`src/rtl/irq_ctrl_pkg.sv`:
```
// Shared constants for the interrupt controller: register offsets, FSM
// state encoding and the fixed-priority encoder used to pick a winner.
package irq_ctrl_pkg;

    localparam logic [1:0] OFF_PEND = 2'd0;
    localparam logic [1:0] OFF_MASK = 2'd1;
    localparam logic [1:0] OFF_EDGE = 2'd2;
    localparam logic [1:0] OFF_CUR  = 2'd3;

    localparam logic [1:0] ST_IDLE    = 2'd0;
    localparam logic [1:0] ST_REQ     = 2'd1;
    localparam logic [1:0] ST_SERVICE = 2'd2;

    // Lowest set index wins; returns 0 when nothing is set.
    function automatic logic [2:0] prio_enc(input logic [7:0] v);
        logic [2:0] idx;
        idx = '0;
        for (int i = 7; i >= 0; i--) begin
            if (v[i]) idx = 3'(i);
        end
        return idx;
    endfunction

endpackage

```
`src/rtl/irq_sync_edge.sv`:
```
// Two-flop synchroniser for one asynchronous interrupt line, plus a
// rising-edge detector on the synchronised value.
module irq_sync_edge (
    input  logic clk,
    input  logic reset,
    input  logic src_i,
    output logic s2,
    output logic rise
);

    logic s1_q, s2_q, s3_q;
    logic s1_d, s2_d, s3_d;

    always_comb begin
        s1_d = src_i;
        s2_d = s1_q;
        s3_d = s2_q;
    end

    always_ff @(posedge clk or negedge reset) begin
        if (!reset) begin
            s1_q <= 1'b0;
            s2_q <= 1'b0;
            s3_q <= 1'b0;
        end else begin
            s1_q <= s1_d;
            s2_q <= s2_d;
            s3_q <= s3_d;
        end
    end

    assign s2   = s2_q;
    assign rise = s2_q & ~s3_q;

endmodule

```
`src/rtl/irq_ctrl.sv`:
```
// Vectored interrupt controller: latches synchronised sources, masks them,
// and hands the highest-priority one to CP0 through a req/ack/eret cycle.
module irq_ctrl
    import irq_ctrl_pkg::*;
#(
    parameter int          NSRC      = 6,
    parameter logic [31:0] BASE_ADDR = 32'h0000_7F20
) (
    input  logic            clk,
    input  logic            reset,
    input  logic [NSRC-1:0] src,
    input  logic            we,
    input  logic [31:0]     addr,
    input  logic [31:0]     wdata,
    output logic [31:0]     rdata,
    output logic            irq_req,
    output logic [2:0]      irq_vec,
    input  logic            irq_ack,
    input  logic            eret
);

    logic [NSRC-1:0] s2, rise;
    logic [NSRC-1:0] pend_q, pend_d;
    logic [NSRC-1:0] mask_q, mask_d;
    logic [NSRC-1:0] edge_q, edge_d;
    logic [1:0]      state_q, state_d;
    logic            req_q, req_d;
    logic [2:0]      vec_q, vec_d;
    logic            cur_v_q, cur_v_d;
    logic [2:0]      cur_idx_q, cur_idx_d;

    logic            hit;
    logic [1:0]      off;
    logic            wr_pend, wr_mask, wr_edge;
    logic [NSRC-1:0] w1c, ack_clr;
    logic [7:0]      en8, ack_clr8;
    logic [2:0]      winner;
    logic            ack_take;
    logic            unused_bits;

    for (genvar i = 0; i < NSRC; i++) begin : g_sync
        irq_sync_edge u_sync (
            .clk   (clk),
            .reset (reset),
            .src_i (src[i]),
            .s2    (s2[i]),
            .rise  (rise[i])
        );
    end

    assign hit     = (addr[31:4] == BASE_ADDR[31:4]);
    assign off     = addr[3:2];
    assign wr_pend = we && hit && (off == OFF_PEND);
    assign wr_mask = we && hit && (off == OFF_MASK);
    assign wr_edge = we && hit && (off == OFF_EDGE);

    assign unused_bits = ^{addr[1:0], wdata[31:NSRC]};

    always_comb begin
        en8           = '0;
        en8[NSRC-1:0] = pend_q & mask_q;
    end

    assign winner = prio_enc(en8);

    always_comb begin
        state_d   = state_q;
        req_d     = req_q;
        vec_d     = vec_q;
        cur_v_d   = cur_v_q;
        cur_idx_d = cur_idx_q;
        ack_take  = 1'b0;
        case (state_q)
            ST_IDLE: begin
                if (|en8) begin
                    state_d = ST_REQ;
                    req_d   = 1'b1;
                    vec_d   = winner;
                end
            end
            ST_REQ: begin
                // Ack beats withdrawal; the vector never moves while requesting.
                if (irq_ack) begin
                    state_d   = ST_SERVICE;
                    req_d     = 1'b0;
                    cur_v_d   = 1'b1;
                    cur_idx_d = vec_q;
                    ack_take  = 1'b1;
                end else if (!en8[vec_q]) begin
                    state_d = ST_IDLE;
                    req_d   = 1'b0;
                end
            end
            ST_SERVICE: begin
                if (eret) begin
                    state_d = ST_IDLE;
                    cur_v_d = 1'b0;
                end
            end
            default: begin
                state_d = ST_IDLE;
                req_d   = 1'b0;
            end
        endcase
    end

    always_comb begin
        ack_clr8 = ack_take ? (8'b1 << vec_q) : 8'b0;
        ack_clr  = ack_clr8[NSRC-1:0];
        w1c      = wr_pend ? wdata[NSRC-1:0] : '0;
        // Edge sources: a new rise overrides any clear in the same cycle.
        pend_d   = (edge_q & (rise | (pend_q & ~w1c & ~ack_clr))) | (~edge_q & s2);
        mask_d   = wr_mask ? wdata[NSRC-1:0] : mask_q;
        edge_d   = wr_edge ? wdata[NSRC-1:0] : edge_q;
    end

    always_ff @(posedge clk or negedge reset) begin
        if (!reset) begin
            pend_q    <= '0;
            mask_q    <= '0;
            edge_q    <= '0;
            state_q   <= ST_IDLE;
            req_q     <= 1'b0;
            vec_q     <= '0;
            cur_v_q   <= 1'b0;
            cur_idx_q <= '0;
        end else begin
            pend_q    <= pend_d;
            mask_q    <= mask_d;
            edge_q    <= edge_d;
            state_q   <= state_d;
            req_q     <= req_d;
            vec_q     <= vec_d;
            cur_v_q   <= cur_v_d;
            cur_idx_q <= cur_idx_d;
        end
    end

    always_comb begin
        rdata = '0;
        if (hit) begin
            case (off)
                OFF_PEND: rdata[NSRC-1:0] = pend_q;
                OFF_MASK: rdata[NSRC-1:0] = mask_q;
                OFF_EDGE: rdata[NSRC-1:0] = edge_q;
                default: begin
                    rdata[31]  = cur_v_q;
                    rdata[2:0] = cur_idx_q;
                end
            endcase
        end
    end

    assign irq_req = req_q;
    assign irq_vec = vec_q;

endmodule
```
`config.mk`:
```
export PLATFORM = sky130hd
export DESIGN_NAME = irq_ctrl
export DESIGN_NICKNAME = d
export VERILOG_FILES = /design/src/rtl/irq_ctrl_pkg.sv /design/src/rtl/irq_sync_edge.sv /design/src/rtl/irq_ctrl.sv
export SDC_FILE = /design/constraint.sdc
export NUM_CORES = 1
export LEC_CHECK = 0
export CAP_MARGIN = 0
export CORE_MARGIN = 1.5
export CORE_UTILIZATION = 41
export CTS_CLUSTER_SIZE = 25
export DETAILED_ROUTE_END_ITERATION = 8
export PLACE_DENSITY = 0.8
export SLEW_MARGIN = 10
export SYNTH_ARGS = -nofsm -noshare
export SYNTH_HDL_FRONTEND = slang
export SYNTH_SLANG_ARGS = --single-unit
```
`constraint.sdc`:
```
create_clock -name clk -period 2.2 [get_ports clk]
set_input_delay 0.33 -clock clk [delete_from_list [all_inputs] [get_ports clk]]
set_output_delay 0.33 -clock clk [all_outputs]
set_load 0.01 [all_outputs]
```
==> qor.yml, run 1 <==
status: "complete, but fails checks"
violations: "hold timing"
period_needed_ns: 2.17
cp.depth: 6
io_buffer_count: 57
ys_top_cells_by_area: "dfrtp_1, buf_4, nand2_1, mux2_4, mux2_2"
finalNonFillerCells: 356
cp.arrival_ns: 1.84
cts.sinks: 46
p_per_area_nw_per_um2: 557
cp_max_fo: 6
ys.flop_type: "dfrtp_1"
min_path_type: "in2async"
coreArea_um2: 5540
synth_edf_count: 0
rr_worst_depth: 4
syn_area_per_cell_um2: 11.3
hold_viol_final: 16
drv_slew: 0
crit_path_top_delay_cell: "or4_4"
p_sw_frac: 0.205
p_seq_frac: 0.488
ios: 111
ant_nets: 0
p_sw_uw: 370
rows: 27
critPathCaptureType: "primary output"
synth.distinct_cells: 46
holdBufCountCts: 0
cp.required_ns: 1.87
yosys_warnings: 0
cp_cell_sequence: "dlygate4sd2_1 -> or4_4 -> or3_4 -> buf_12 -> nor2_2 -> buf_2"
first_iter_violations: 142
crit_buf_inv: 3
synth_most_common_cell: "dfrtp_1"
p_int_mw: 1.44
yosysTopAreaCellShare: 0.485
power.leakage_nw: 1.51
worst_setup_path_start_kind: "input pin"
power.share.clock: 0.421
clock_skew_ns: 0.00838
drive_gt1_frac: 0.239
cts-htree-levels: 2
grt_max_degree: 26
power.total_mw: 1.81
crit_type: "in2out"
place_inst: 345
maxCapViolCount: 0
cp_top_family: "simple AND/OR/NAND/NOR gates"
crit_path_start: "addr[29]"
wl_um: 5280
synth_largest_area_cell: "dfrtp_1"
start_util: 0.429
drc: 0
combinationalPowerShare: 0.091
via_per_inst: 5.13
ys_seq_area_frac: 0.485
clk_latency_ns: 0.30
die_h_um: 79.1
dp_hpwl_um: 3930
critPathMaxStageDelay_ns: 0.48
worst_pin_slew_ns: 0.514
avgRoutedWirePerCell_um: 14.8
gp_congestion: 0.806
slew-limit-headroom: 0.657
die_area_um2: 6260
r2r-start: "state_q[1]$_DFFE_PN0P_"
setup_viol: 0
die_w_um: 79.1
overflow: 0
grt_usage: 0.185
cts_made_buffers: 5
ys_ff_latch: 46
timing.final.crit_share: 0.985
async_flop_share: 1.00
drtPass1Iterations: 4
cts_root_buf: "clkbuf_8"
clk_pin_slew_ns: 0.08
syn_inst: 210
clk_path_buf_depth: 2
num-nets-final: 358
clock.fmax_ghz: 0.461
fin_hold_ws_ns: -0.00568
grt_pass1_wl_um: 8820
antenna_found_initial: 0
diodes: 0
first_global_vias: 1815
vias: 1826
cts_tree: "yes"
syn_to_final_growth_pct: 36.8
synth.cell_area_um2: 2370
peakVddDrop_mv: 0.411
synth_common_cells: "dfrtp_1, nand2_1, buf_4"
worst reg2reg max path, cell delays in order (launching register included):
cell      delay [ns]
dfrtp_1         0.45
nand3b_1        0.24
or4b_2          0.67
a32oi_1         0.21
a31oi_1         0.06
cells by family after synthesis:
family,count (synthesis),synth area share
other,1,0.00158
DFF,46,0.485
muxes,19,0.112
AOI/OAI and AO/OA,32,0.0948
buffers and inverters,33,0.0922
and+or+nand+nor,79,0.214
per-stage QoR:
step | cell area (µm²) | TNS [ns] | utilization | setup WS [ns]
after floorplan | 2460 | 0 | - | 0.299
after global placement | 3040 | -6.88 | 0.549 | -0.637
after detailed placement | 3040 | -7.73 | 0.549 | -0.652
after CTS | 3210 | 0 | 0.579 | 0.00382
after global routing | 3250 | -0.00576 | 0.586 | -0.00576
final | 3250 | 0 | 0.586 | 0.0321
power by group through the flow:
stage	logic, mW	clock network, mW	registers [mW]
floorplan	0.0870	0	0.894
global placement	0.173	0	0.897
detailed placement	0.176	0	0.899
CTS	0.165	0.782	0.882
global route	0.182	0.812	0.885
finish	0.165	0.762	0.882
sequential cells by signal, indices dropped and copies added (netlist names):
register / cells
pend_q: 6
irq_req: 1
state_q: 2
edge_q: 6
cur_v_q: 1
g_sync.u_sync.s3_q: 6
g_sync.u_sync.s2: 6
g_sync.u_sync.s1_q: 6
irq_vec: 3
mask_q: 6
cur_idx_q: 3
final cells by class:
type | count | area, µm²
clock buffers | 6 | 82.6
fillers | 454 | 2290
flip-flops and latches | 46 | 1150
well taps | 72 | 90.1
repair buffers | 73 | 704
clock inverters | 2 | 60.1
multi-input cells | 155 | 1150
inverters | 2 | 7.51
cells in the final DEF (no fill, tap or decap), types with 3 or more instances in the layout:
cell type        instances
mux2_2                   7
a31oi_1                  6
mux4_2                   3
buf_2                    3
dfrtp_1                 46
conb_1                  25
buf_4                   12
nand3b_1                 5
a22o_1                   3
mux2_4                   6
dlymetal6s2s_1           3
a21oi_1                  8
nor2b_4                  3
buf_12                   4
buf_6                    4
mux2i_1                  3
dlygate4sd2_1           23
a32oi_1                  7
nor2_1                   8
clkdlybuf4s50_1         21
nand2_1                 30
clkbuf_8                 6
nand3_1                  4
timing repair:
item | in CTS | in global routing
endpoints found under the setup margin | 7 | 13
resized for setup | 66 | 12
pin swaps | 10 | 5
buffers inserted | 3 | 0
path summary, 6_finish.rpt:
check	to	slack (ns)
max	rdata[5]	0.03
min	mask_q[1]$_DFFE_PN0P_	-0.006
max reg2reg	pend_q[2]$_DFF_PN0_	0.45
min reg2reg	g_sync[1].u_sync.s2$_DFF_PN0_	0.35
max in group asynchronous	pend_q[5]$_DFF_PN0_	1.70
min in group clk	g_sync[1].u_sync.s2$_DFF_PN0_	0.35
routing by layer:
layer  track usage  vias to the layer above  share of wire
li1              -                      856              -
met4        0.0825                        0          0.028
met2         0.307                       68           0.51
met1         0.231                      889           0.41
met5             0                        -              0
met3        0.0414                       13          0.059
Power figures use the tool's default switching activity.
==> run 2, diff against run 1 <==
--- a/config.mk
+++ b/config.mk
@@ -10,7 +10,7 @@
 export CORE_UTILIZATION = 41
 export CTS_CLUSTER_SIZE = 25
 export DETAILED_ROUTE_END_ITERATION = 8
-export PLACE_DENSITY = 0.8
+export PLACE_DENSITY = 0.78
 export SLEW_MARGIN = 10
 export SYNTH_ARGS = -nofsm -noshare
 export SYNTH_HDL_FRONTEND = slang
==> qor.yml, run 2 (same netlist as run 1, synthesis figures left out) <==
drtPass1Iterations: 4  # unchanged
fin_area_um2: 3230  # -0.46%
ant_nets: 0  # unchanged
cts-htree-levels: 2  # unchanged
status: "complete, no violations"
ff2ff_setup_slack_ns: 0.42  # -0.03 ns
first_global_vias: 1820  # +0.28%
power.leakage_nw: 1.59  # +6.0%
vias: 1826  # unchanged
clk_latency_ns: 0.30  # about the same
grt_pass1_wl_um: 8560  # -2.9%
drc: 0  # unchanged
clock.fmax_ghz: 0.465  # +0.71%
die_w_um: 79.1  # unchanged
grt_max_degree: 25  # -3.8%
rsz0062_at_grt: "no"
peakVddDrop_mv: 0.530  # +29%
min_path_type: "in2async"
drv_slew: 0  # unchanged
drive_gt1_frac: 0.245  # +0.00532
cts_root_buf: "clkbuf_8"
clock_skew_ns: 0.00651  # -0.00187 ns
worst_setup_path_start_kind: "input pin"
setup_viol: 0  # unchanged
holdBufCountCts: 0  # unchanged
period_needed_ns: 2.15  # -0.0153 ns
layout_common_cells: "dfrtp_1, nand2_1, conb_1, clkdlybuf4s50_1, dlymetal6s2s_1"
overflow: 0  # unchanged
rows: 27  # unchanged
die_area_um2: 6260  # unchanged
timing.final.crit_share: 0.978  # -0.00696
io_buffer_count: 57  # unchanged
syn_to_final_growth_pct: 36.1
worst_pin_slew_ns: 0.535  # +0.0211 ns
setup_tns_ns: 0  # unchanged
rr_worst_depth: 4  # unchanged
wl_um: 5350  # +1.4%
diodes: 0  # unchanged
die_h_um: 79.1  # unchanged
cp_max_fo: 7  # +1
grt_usage: 0.179  # -0.00604
dpl_cell_area_um2: 3060  # +0.49%
dp_hpwl_um: 4010  # +1.9%
clk_pin_slew_ns: 0.08  # about the same
avgRoutedWirePerCell_um: 14.9  # +0.80%
clk_path_buf_depth: 2  # unchanged
coreArea_um2: 5540  # unchanged
r2r_end: "pend_q[2]$_DFF_PN0_"
cts_made_buffers: 5  # unchanged
p_per_area_nw_per_um2: 519  # -6.8%
via_per_inst: 5.10  # -0.56%
maxCapViolCount: 0  # unchanged
antenna_found_initial: 0  # unchanged
cts.sinks: 46  # unchanged
start_util: 0.429  # unchanged
r2r-start: "state_q[1]$_DFFE_PN0P_"
cp.arrival_ns: 1.82  # -0.02 ns
cts_tree: "yes"
gp_congestion: 0.833  # +3.3%
slew-limit-headroom: 0.643  # -0.0141
cp.required_ns: 1.87  # about the same
critPathCaptureType: "primary output"
layout_commonest_cell: "dfrtp_1"
hold_viol_final: 0  # -16
ios: 111  # unchanged
first_iter_violations: 159  # +12%
crit_type: "in2out"
num-nets-final: 360  # +0.56%
## run 2: layer usage
layer	vias up	wire [µm]	track usage
met5	-	0	0
met4	0	90	0.0596
met2	68	2680	0.309
li1	863	-	-
met1	884	2270	0.223
met3	11	304	0.0368
## run 2: worst max-delay path by stage
stage	endpoint	depth (start not counted)	startpoint
2_1_floorplan	rdata[0]	4	addr[27]
3_3_place_gp	rdata[3]	6	addr[17]
3_5_place_dp	rdata[3]	6	addr[17]
4_1_cts	rdata[0]	6	addr[22]
5_1_grt	rdata[0]	6	addr[12]
6_report	rdata[2]	5	addr[26]
## run 2: cell type report
type / count / area, µm²
clock buffers: 5 / 68.8
repair buffers: 75 / 738
well taps: 72 / 90.1
inverters: 2 / 7.51
fillers: 459 / 2310
flip-flops and latches: 46 / 1150
multi-input cells: 155 / 1130
clock inverters: 3 / 43.8
## run 2: stage by stage
step | power (mW) | std cells | util | hold WS, ns | setup WS [ns]
3_5_place_dp | 1.07 | 347 | 0.552 | 0.335 | -0.650
2_1_floorplan | 0.981 | 234 | - | 0.0344 | 0.299
5_1_grt | 1.76 | 358 | 0.584 | 0.0431 | 0.00274
6_report | 1.68 | 358 | 0.584 | 0.00570 | 0.0474
4_1_cts | 1.70 | 357 | 0.574 | 0.0151 | 0.00498
3_3_place_gp | 1.07 | 347 | 0.552 | 0.333 | -0.636
## run 2: power by group
group	leakage, nW	internal (mW)	total, mW	switching [mW]
clock network	0.0585	0.340	0.626	0.286
registers	0.587	0.867	0.882	0.0153
logic	0.949	0.0933	0.169	0.0758
## run 2: worst max-delay path: stages
cell and delay [ns]:
dlygate4sd2_1 0.24, or4_4 0.51, or3_4 0.46, nor2b_1 0.14, buf_2 0.14
## run 2: repair_timing
action / in CTS / in global routing
pin swaps: 8 / 9
gates resized for setup: 44 / 19
setup buffers: 2 / 1
endpoints found under the setup margin: 7 / 7
==> run 3, diff against run 2 <==
--- a/config.mk
+++ b/config.mk
@@ -11,7 +11,6 @@
 export CTS_CLUSTER_SIZE = 25
 export DETAILED_ROUTE_END_ITERATION = 8
 export PLACE_DENSITY = 0.78
-export SLEW_MARGIN = 10
 export SYNTH_ARGS = -nofsm -noshare
 export SYNTH_HDL_FRONTEND = slang
 export SYNTH_SLANG_ARGS = --single-unit
==> results of run 3 <==
Same layout as run 2: the final DEF is identical, and so are final timing and power.
